`src/rtl/tx_frame_ctrl.sv`:
```
// -----------------------------------------------------------------------------
// tx_frame_ctrl
// Bit-level transmit frame sequencer running on the modulator bit clock.
// It owns the active modulation/baud configuration driven to the clock
// generator and only changes it at an idle symbol boundary. A frame is
// preamble (1,0,1,0,...), SYNC_WORD MSB first, frame_len payload bits pulled
// from a bit source, then zero padding up to a whole symbol.
//
// Ports
//   clk_bitstream      bit clock, one output bit per cycle
//   rst_n              asynchronous active-low reset
//   cfg_update         pulse: latch cfg_mod_type_req / cfg_baud_rate_req
//   cfg_mod_type_req   requested mode (0=QPSK, 1=16QAM)
//   cfg_baud_rate_req  requested baud code
//   start              pulse: request a frame (taken only when idle, nothing pending)
//   frame_len          payload bit count, captured when start is accepted
//   src_data/src_valid payload bit source
//   src_ready          source bit is consumed at the end of this cycle
//   mod_type/baud_rate active configuration
//   bit_out/bit_valid  serial bit stream to the symbol mapper
//   sym_first          bit_out is bit 0 of a symbol
//   busy               frame in progress (including alignment wait)
//   underrun           pulse: payload bit emitted as 0 because src_valid was low
//   done               pulse on the last bit of a frame
// PREAMBLE_BITS must be even and non-zero; SYNC_LEN is 1..16.
// -----------------------------------------------------------------------------
module tx_frame_ctrl #(
    parameter int          PREAMBLE_BITS = 16,
    parameter logic [15:0] SYNC_WORD     = 16'hD391,
    parameter int          SYNC_LEN      = 16,
    parameter int          LEN_W         = 12
) (
    input  logic             clk_bitstream,
    input  logic             rst_n,
    input  logic             cfg_update,
    input  logic             cfg_mod_type_req,
    input  logic [1:0]       cfg_baud_rate_req,
    input  logic             start,
    input  logic [LEN_W-1:0] frame_len,
    input  logic             src_data,
    input  logic             src_valid,
    output logic             src_ready,
    output logic             mod_type,
    output logic [1:0]       baud_rate,
    output logic             bit_out,
    output logic             bit_valid,
    output logic             sym_first,
    output logic             busy,
    output logic             underrun,
    output logic             done
);

    localparam int PRE_W  = $clog2(PREAMBLE_BITS + 1);
    localparam int CNT_W0 = (LEN_W > PRE_W) ? LEN_W : PRE_W;
    localparam int CNT_W  = (CNT_W0 > 5) ? CNT_W0 : 5;

    // state_r names the phase of the bit emitted at the next edge; FIN means
    // the final bit is currently on bit_out.
    typedef enum logic [2:0] {
        ST_IDLE, ST_ALIGN, ST_PRE, ST_SYNC, ST_PAY, ST_PAD, ST_FIN
    } state_t;

    state_t             state_r, state_s, phase_s;
    logic [CNT_W-1:0]   cnt_r, cnt_s, phase_cnt_s;
    logic [LEN_W-1:0]   len_r;
    logic [1:0]         sym_pos_r, sym_pos_nxt_s, sym_pos_d_s, bps_last_s;
    logic               sym_wrap_s, lands_last_s, apply_s, start_ok_s, data_end_s;
    logic               pending_r, req_mod_r;
    logic [1:0]         req_baud_r;
    logic               mod_type_r, bit_out_r, bit_valid_r, sym_first_r;
    logic               busy_r, underrun_r, done_r, src_ready_r;
    logic [1:0]         baud_rate_r;
    logic               bit_s, valid_s, busy_s, underrun_s, done_s, ready_s;
    logic [3:0]         sync_idx_s;

    assign src_ready = src_ready_r;
    assign mod_type  = mod_type_r;
    assign baud_rate = baud_rate_r;
    assign bit_out   = bit_out_r;
    assign bit_valid = bit_valid_r;
    assign sym_first = sym_first_r;
    assign busy      = busy_r;
    assign underrun  = underrun_r;
    assign done      = done_r;

    // Symbol position bookkeeping, config apply and start acceptance.
    always_comb begin
        bps_last_s    = mod_type_r ? 2'd3 : 2'd1;
        sym_wrap_s    = (sym_pos_r == bps_last_s);
        sym_pos_nxt_s = sym_wrap_s ? 2'd0 : (sym_pos_r + 2'd1);
        lands_last_s  = (sym_pos_nxt_s == bps_last_s);
        apply_s       = (state_r == ST_IDLE) && pending_r && sym_wrap_s;
        start_ok_s    = (state_r == ST_IDLE) && start && !pending_r && !cfg_update;
        // apply only happens at a wrap, so the position is 0 either way
        sym_pos_d_s   = apply_s ? 2'd0 : sym_pos_nxt_s;
    end

    // Frame sequencer: next state, counter and the bit emitted at this edge.
    always_comb begin
        state_s    = state_r;
        cnt_s      = cnt_r;
        bit_s      = 1'b0;
        valid_s    = 1'b0;
        busy_s     = busy_r;
        underrun_s = 1'b0;
        done_s     = 1'b0;
        data_end_s = 1'b0;
        // ALIGN emits the first preamble bit on the wrapping edge so that it
        // lands on sym_pos 0.
        if ((state_r == ST_ALIGN) && sym_wrap_s) begin
            phase_s     = ST_PRE;
            phase_cnt_s = '0;
        end else begin
            phase_s     = state_r;
            phase_cnt_s = cnt_r;
        end
        sync_idx_s = 4'(SYNC_LEN - 1) - phase_cnt_s[3:0];
        case (phase_s)
            ST_IDLE: begin
                if (start_ok_s) begin
                    state_s = ST_ALIGN;
                    cnt_s   = '0;
                    busy_s  = 1'b1;
                end else begin
                    state_s = ST_IDLE;
                    busy_s  = 1'b0;
                end
            end
            ST_ALIGN: begin
                state_s = ST_ALIGN;
            end
            ST_PRE: begin
                valid_s = 1'b1;
                bit_s   = ~phase_cnt_s[0];
                if (phase_cnt_s == CNT_W'(PREAMBLE_BITS - 1)) begin
                    state_s = ST_SYNC;
                    cnt_s   = '0;
                end else begin
                    state_s = ST_PRE;
                    cnt_s   = phase_cnt_s + CNT_W'(1);
                end
            end
            ST_SYNC: begin
                valid_s = 1'b1;
                bit_s   = SYNC_WORD[sync_idx_s];
                if (phase_cnt_s == CNT_W'(SYNC_LEN - 1)) begin
                    cnt_s = '0;
                    if (len_r != LEN_W'(0)) begin
                        state_s = ST_PAY;
                    end else begin
                        data_end_s = 1'b1;
                    end
                end else begin
                    cnt_s = phase_cnt_s + CNT_W'(1);
                end
            end
            ST_PAY: begin
                valid_s    = 1'b1;
                bit_s      = src_valid ? src_data : 1'b0;
                underrun_s = ~src_valid;
                if (phase_cnt_s == (CNT_W'(len_r) - CNT_W'(1))) begin
                    data_end_s = 1'b1;
                end else begin
                    cnt_s = phase_cnt_s + CNT_W'(1);
                end
            end
            ST_PAD: begin
                valid_s    = 1'b1;
                data_end_s = 1'b1;
            end
            ST_FIN: begin
                state_s = ST_IDLE;
                cnt_s   = '0;
                busy_s  = 1'b0;
            end
            default: begin
                state_s = ST_IDLE;
                cnt_s   = '0;
                busy_s  = 1'b0;
            end
        endcase
        // After the last data bit: finish if the symbol is complete, else pad.
        if (data_end_s) begin
            if (lands_last_s) begin
                done_s  = 1'b1;
                state_s = ST_FIN;
            end else begin
                state_s = ST_PAD;
            end
        end else begin
            done_s = 1'b0;
        end
        // src_ready is high for the cycle whose closing edge emits a PAY bit.
        ready_s = (state_s == ST_PAY);
    end

    // Sequencer state, counters and registered stream outputs.
    always_ff @(posedge clk_bitstream or negedge rst_n) begin
        if (!rst_n) begin
            state_r     <= ST_IDLE;
            cnt_r       <= '0;
            len_r       <= '0;
            sym_pos_r   <= 2'd0;
            bit_out_r   <= 1'b0;
            bit_valid_r <= 1'b0;
            sym_first_r <= 1'b0;
            busy_r      <= 1'b0;
            underrun_r  <= 1'b0;
            done_r      <= 1'b0;
            src_ready_r <= 1'b0;
        end else begin
            state_r     <= state_s;
            cnt_r       <= cnt_s;
            sym_pos_r   <= sym_pos_d_s;
            bit_out_r   <= bit_s;
            bit_valid_r <= valid_s;
            sym_first_r <= valid_s && (sym_pos_d_s == 2'd0);
            busy_r      <= busy_s;
            underrun_r  <= underrun_s;
            done_r      <= done_s;
            src_ready_r <= ready_s;
            if (start_ok_s) begin
                len_r <= frame_len;
            end
        end
    end

    // Configuration request latch and deferred apply at an idle boundary.
    always_ff @(posedge clk_bitstream or negedge rst_n) begin
        if (!rst_n) begin
            pending_r   <= 1'b0;
            req_mod_r   <= 1'b0;
            req_baud_r  <= 2'b00;
            mod_type_r  <= 1'b0;
            baud_rate_r <= 2'b00;
        end else begin
            if (cfg_update) begin
                pending_r  <= 1'b1;
                req_mod_r  <= cfg_mod_type_req;
                req_baud_r <= cfg_baud_rate_req;
            end else if (apply_s) begin
                pending_r <= 1'b0;
            end
            if (apply_s) begin
                mod_type_r  <= req_mod_r;
                baud_rate_r <= req_baud_r;
            end
        end
    end

endmodule

```
`config.mk`:
```
export PLATFORM = sky130hd
export DESIGN_NAME = tx_frame_ctrl
export DESIGN_NICKNAME = d
export VERILOG_FILES = /design/src/rtl/tx_frame_ctrl.sv
export SDC_FILE = /design/constraint.sdc
export NUM_CORES = 1
export LEC_CHECK = 0
export CAP_MARGIN = 20
export CORE_MARGIN = 2
export CORE_UTILIZATION = 56
export DETAILED_ROUTE_END_ITERATION = 10
export PLACE_DENSITY = 0.77
export SLEW_MARGIN = 20
export SYNTH_ARGS = -nofsm -noshare
export SYNTH_HDL_FRONTEND = slang
export SYNTH_SLANG_ARGS = --single-unit
export TNS_END_PERCENT = 10
```
`constraint.sdc`:
```
create_clock -name clk_bitstream -period 4.15 [get_ports clk_bitstream]
set_clock_uncertainty 0.1 [all_clocks]
set_input_delay 1.245 -clock clk_bitstream [delete_from_list [all_inputs] [get_ports clk_bitstream]]
set_output_delay 1.245 -clock clk_bitstream [all_outputs]
set_load 0.02 [all_outputs]
```
# ---- After elaboration in Yosys (flattened, before gate mapping)
# Memories as Yosys holds them, arrays and structs flattened.
# Cells that the tools add are included.
dict set report totals {
  regBits 43
  mem_bits_ro 16
  in_bits 21
  output_inout_bits 10
  elab_cells 89
  memories 1
}
dict set report classes {
  n_addsub 4
  magnitude_cmp 1
  n_eq_ne 13
  muxes 31
  bitwise_logic 3
  reduce_logical 20
}
# name words width rd rd_clocked_by_memory_dff wr line_no
set mem_list {}
lappend mem_list {{(no name shown)} 16 1 1 0 0 145} ;# bit_s = SYNC_WORD[sync_idx_s];
# cell n
set op_table {}
lappend op_table {{12-bit 2-to-1 mux} 4}
lappend op_table {{12-bit one-hot mux with 4 select lines} 1}
lappend op_table {{3-bit one-hot mux with 5 select lines} 1}
lappend op_table {{1-bit 2-to-1 mux} 14}
lappend op_table {{12-bit by 1-bit adder with 12-bit output (second input constant)} 1}
lappend op_table {{12-bit equality test} 1}
lappend op_table {{12-bit by 4-bit equality test with 1-bit output (second input constant)} 1}
lappend op_table {{3-bit 2-to-1 mux} 4}
lappend op_table {{12-bit nonzero test} 1}
lappend op_table {{12-bit by 1-bit subtractor with 12-bit output (second input constant)} 1}
lappend op_table {{3-bit equality test (second input constant)} 3}
lappend op_table {{2-bit 2-to-1 mux} 4}
lappend op_table {{1-bit logical AND} 7}
lappend op_table {{3-bit by 1-bit equality test with 1-bit output (second input constant)} 2}
lappend op_table {{3-bit by 2-bit equality test with 1-bit output (second input constant)} 2}
lappend op_table {{3-bit zero test} 2}
lappend op_table {{1-bit one-hot mux with 3 select lines} 2}
lappend op_table {{2-bit OR reduction} 3}
lappend op_table {{4-bit by 5-bit less-than comparator with 1-bit output (second input constant)} 1}
lappend op_table {{5-bit OR reduction} 1}
lappend op_table {{2-bit equality test} 2}
lappend op_table {{2-bit != test (second input constant)} 2}
lappend op_table {{4-bit OR reduction} 1}
lappend op_table {{4-bit subtractor (first input constant)} 1}
lappend op_table {{7 further kinds} 10}

# ---- Logic depth before layout (Yosys ltp)
dict set report logic_depth {
  depth_word 9
  ltp_mapped 17
  mapped_depth_nobuf 12
}

# ---- Least setup slack after synthesis
# Ideal clock, no wire load.
dict set report synth_timing {
  path_kind {register -> register}
  start {register state_r[2]}
  end {register cnt_r[6]}
  setup_time_ps 76
  arrival_ps 3195
  required_time_ps 3974
  slack_ps 778
  path_stages_with_launch 15
  n_path_buf 4
  synth_period_minus_slack_ps 3372
  path_cell_list {dfrtp_1 buf_2 nand4bb_1 or2_1 buf_2 clkbuf_1 and2_1 ha_1 o2111ai_1 a21oi_1 o32a_1 buf_2 or2_2 or3b_2 o21ai_1}
}
dict set report synth_between {
  elab_chain_cells 7
}
# item line_no
set synth_rtl {}
lappend synth_rtl {{start, declared} 63} ;# state_t state_r, state_s, phase_s;
lappend synth_rtl {{start signal, assigned} 212} ;# state_r <= state_s;
lappend synth_rtl {{parallel branches: the longest is 7 deep, another holds 12-bit by 1-bit adder with 12-bit output} --}
lappend synth_rtl {{end signal, assigned} 213} ;# cnt_r <= cnt_s;
lappend synth_rtl {{end, declared} 64} ;# logic [CNT_W-1:0] cnt_r, cnt_s, phase_cnt_s;
# Several ways; the timed one is not identified. The select of a mux whose other input is x is not followed.
# A chain may end at the register's enable or synchronous reset.

# ---- Final worst setup path
dict set report layout_timing {
  start {register state_r[0]}
  end {register cnt_r[6]}
}
# Same word-level chain as after synthesis.

==> flow_summary.ini <==
[logic_synthesis]
syn_avg_cell_area_um2 = 9.74
synthXorXnorAreaFrac_pct = 4.59
number_of_enable_flip_flop_cells_after_synthesis = 0
synthCells = 277
synth-warning-count = 0
yosys_register_bits = 43
synth_top_family_by_area = simple AND/OR/NAND/NOR gates
syn-cell-area_um2 = 2700
synth_nets = 301
yosys.area_share.adder_pct = 1.39
synthDistinctLibCells = 61
synth_compound_area_share_pct = 16.6
dominantRegCellSynth = sky130_fd_sc_hd__dfrtp_1
post_synth_arst_share_pct = 100
synth_sequential_area_ratio_pct = 39.9
yosys.area_share.simple_pct = 23.4
share_of_cell_area_taken_by_muxes_after_synthesis_pct = 9.09

[cells_and_area]
nets = 323
n_antenna_cell = 0
layout.filler_cells = 386
mostFrequentLayoutCell = sky130_fd_sc_hd__dfrtp_1
area_taken_by_flip_flops_and_latches_um2 = 1080
area_delta_synth_final_pct = 16.3
multi_input_area_um2 = 1490
layout-drive-gt1-share_pct = 16.3
layout_common_cells = sky130_fd_sc_hd__dfrtp_1 (43), sky130_fd_sc_hd__clkdlybuf4s50_1 (29), sky130_fd_sc_hd__nand2_1 (23)

[critical_path]
timing.critical_path.fanout_max = 15
critical_path.reg2reg.startpoint = state_r[0]$_DFF_PN0_
worstSetupPathType = register to register
reg2regPathDepth = 10
timing.critical_path.to_type = register
timing.rr.end = cnt_r[6]$_DFFE_PN0P_
cp.required_ns = 4.29
cp-start-kind = register
critical_path_arrival_ns = 3.79
reg2reg_setup_slack_ns = 0.50

[sta]
hold_violations = 0
final_max_slew_viol_count = 0
min_period_over_period_pct = 88.0
max-slew-margin-rel_pct = 39.7
setup_viol_count_final = 0
finalCriticalPeriod_ns = 3.65
grt_setup_unrepaired = no
final.hold.worst_slack_ns = 0.409
achievable-frequency_ghz = 0.274
finalSetupTns_ns = 0
tightest_slew_ns = 0.904

[cts]
cts.repair_timing.setup_buffer_count = 0
ctsHtreeMaxLevel = 2
clk_pin_slew_ns = 0.08
postCtsHoldBufs = 0
cts_root_buf = sky130_fd_sc_hd__clkbuf_8
tritoncts.num_buffers = 5
cts_buffer_depth = 2
post_cts_resized = 0
cts_num_sinks = 43
cts_tree = built
clock_latency_ns = 0.30

[placement]
number_of_buffer_cells_added_on_primary_ports = 30
finalWeightedCongestion = 0.905
dp_hpwl_mm = 4.09

[floorplanning]
coreArea_um2 = 4690
std_cell_rows = 25
dieArea_um2 = 5390
width_of_the_die_um = 73.4
initial_utilization_pct = 57.5
io_pins = 31
die_height_um = 73.4

[drt]
drt_pre_antenna_iters = 4
detailedRoute.firstIterationViolations = 144
wl_per_cell_um = 16.0
drt-total-wl_mm = 5.65
vias = 2168
antenna_left = 0
detail_route.drc_violations = 0
routed_via_density = 6.12

[hold_path]
holdPathStages = 1
hold_path_end = baud_rate[1]$_DFFE_PN0P_
hold_path_startpoint = baud_rate[1]$_DFFE_PN0P_
worst_hold_path_type = register to register

[pwr]
irDropWorstVdd_uv = 376
static-leakage-power_nw = 1.27
power_per_cell_area_nw_per_um2 = 672

[global_route]
antenna_found_initial = 0
overflow = 0
largest_net_degree_at_the_start_of_global_routing = 44
grt_first_pass_wirelength_mm = 9.46
grt_use_total_pct = 23.0
first_global_vias = 1986

[flow_run]
cap_viol_max_count = 0

[run_status]
run_status = completed
-- where the power goes --
part	switching (mW)	internal, mW
sequential	0.195	0.536
clock	0.152	0.240
combinational	0.489	0.497
total	0.835	1.27
-- metal layers --
layer	global-route usage (%)	up-vias	routed length, µm
met2	36.2	68	2670
met3	4.80	12	345
met4	8.48	0	118
met5	0	-	0
li1	-	1056	-
met1	31.4	1032	2520
-- state kept, by name (all words and copies together), names as in the netlist --
register    cells
req_baud_r      2
baud_rate       2
state_r         3
busy            1
bit_valid       1
done            1
len_r          12
cnt_r          12
bit_out         1
pending_r       1
sym_first       1
mod_type        1
sym_pos_r       2
req_mod_r       1
underrun        1
src_ready       1
-- worst max-delay path, stage by stage (launching register included) --
cell                        delay [ns]
sky130_fd_sc_hd__dfrtp_1          0.65
sky130_fd_sc_hd__nand4bb_1        0.21
sky130_fd_sc_hd__or2_1            0.36
sky130_fd_sc_hd__and2_1           0.23
sky130_fd_sc_hd__ha_1             0.25
sky130_fd_sc_hd__o2111ai_1        0.13
sky130_fd_sc_hd__a21oi_1          0.12
sky130_fd_sc_hd__o32a_1           0.48
sky130_fd_sc_hd__or2_2            0.44
sky130_fd_sc_hd__or3b_2           0.49
sky130_fd_sc_hd__o21ai_1          0.12
-- synthesized netlist by cell type (2+ instances only) --
master	number	area share, %
sky130_fd_sc_hd__dfrtp_1	43	40
sky130_fd_sc_hd__nand2_1	23	3.2
sky130_fd_sc_hd__mux2_2	18	7.5
sky130_fd_sc_hd__nor2_1	15	2.1
sky130_fd_sc_hd__inv_1	14	1.9
sky130_fd_sc_hd__o21ai_0	12	2.2
sky130_fd_sc_hd__o21ai_1	11	2.0
sky130_fd_sc_hd__clkbuf_1	10	1.4
sky130_fd_sc_hd__nor3_1	10	1.9
sky130_fd_sc_hd__nand3_1	7	1.3
sky130_fd_sc_hd__nand4_1	7	1.6
sky130_fd_sc_hd__a21oi_1	6	1.1
sky130_fd_sc_hd__buf_2	6	1.1
sky130_fd_sc_hd__o41ai_1	6	1.9
sky130_fd_sc_hd__xnor2_1	6	1.9
sky130_fd_sc_hd__and3_1	4	0.93
sky130_fd_sc_hd__and4_1	4	1.3
sky130_fd_sc_hd__nand2b_1	4	0.93
sky130_fd_sc_hd__nor2b_1	4	0.93
sky130_fd_sc_hd__o31ai_1	4	1.1
sky130_fd_sc_hd__or2_2	4	0.93
sky130_fd_sc_hd__ha_1	3	1.4
sky130_fd_sc_hd__or3_4	3	1.3
sky130_fd_sc_hd__xor2_1	3	0.97
sky130_fd_sc_hd__a22oi_1	2	0.56
sky130_fd_sc_hd__a31oi_1	2	0.46
sky130_fd_sc_hd__mux2i_1	2	0.74
sky130_fd_sc_hd__nor4_1	2	0.46
sky130_fd_sc_hd__o2111ai_1	2	0.65
sky130_fd_sc_hd__o211ai_1	2	0.56
sky130_fd_sc_hd__o21a_1	2	0.56
sky130_fd_sc_hd__o221ai_1	2	0.65
sky130_fd_sc_hd__or2_1	2	0.46
sky130_fd_sc_hd__or3b_2	2	0.65
sky130_fd_sc_hd__or4_4	2	0.83
sky130_fd_sc_hd__or4b_1	2	0.74
sky130_fd_sc_hd__xnor3_1	2	1.7
-- cells by family after synthesis --
| logic type | after synthesis |
|---|---|
| AND/OR/NAND/NOR | 106 |
| multiplexers | 21 |
| adder cells (fa/ha/maj) | 3 |
| buffers and inverters | 32 |
| AO/OA/AOI/OAI | 61 |
| XOR/XNOR | 11 |
| flip-flops | 43 |
-- per-stage QoR --
stage	setup slack, ns	area, µm²	power, mW	util (%)	cells
after floorplan	0.778	2700	1.49	-	277
after global placement	0.682	3000	1.69	64.0	346
after detailed placement	0.574	3000	1.71	64.0	346
after CTS	0.547	3140	2.11	66.9	354
after global routing	0.289	3140	2.26	66.9	354
final	0.497	3140	2.11	66.9	354
-- worst max-delay path by stage --
stage                          from                   end  slack, ns  cells past startpoint
4_1_cts        state_r[0]$_DFF_PN0_  cnt_r[6]$_DFFE_PN0P_       0.55                     10
3_3_place_gp   state_r[0]$_DFF_PN0_  cnt_r[6]$_DFFE_PN0P_       0.68                     10
3_5_place_dp   state_r[0]$_DFF_PN0_  cnt_r[6]$_DFFE_PN0P_       0.57                     10
5_1_grt        state_r[0]$_DFF_PN0_  cnt_r[6]$_DFFE_PN0P_       0.29                     10
6_report       state_r[0]$_DFF_PN0_  cnt_r[6]$_DFFE_PN0P_       0.50                     10
2_1_floorplan  state_r[2]$_DFF_PN0_  cnt_r[6]$_DFFE_PN0P_       0.78                     14
-- final cells by class --
cell class / count / area share [%]
inverters: 14 / 1.67
clock inverters: 3 / 2.15
flip-flops and latches: 43 / 34.3
well taps: 54 / 2.15
multi-input cells: 202 / 47.4
repair buffers: 33 / 10.1
clock buffers: 5 / 2.19
No activity file was read; power rests on OpenSTA's default activity.
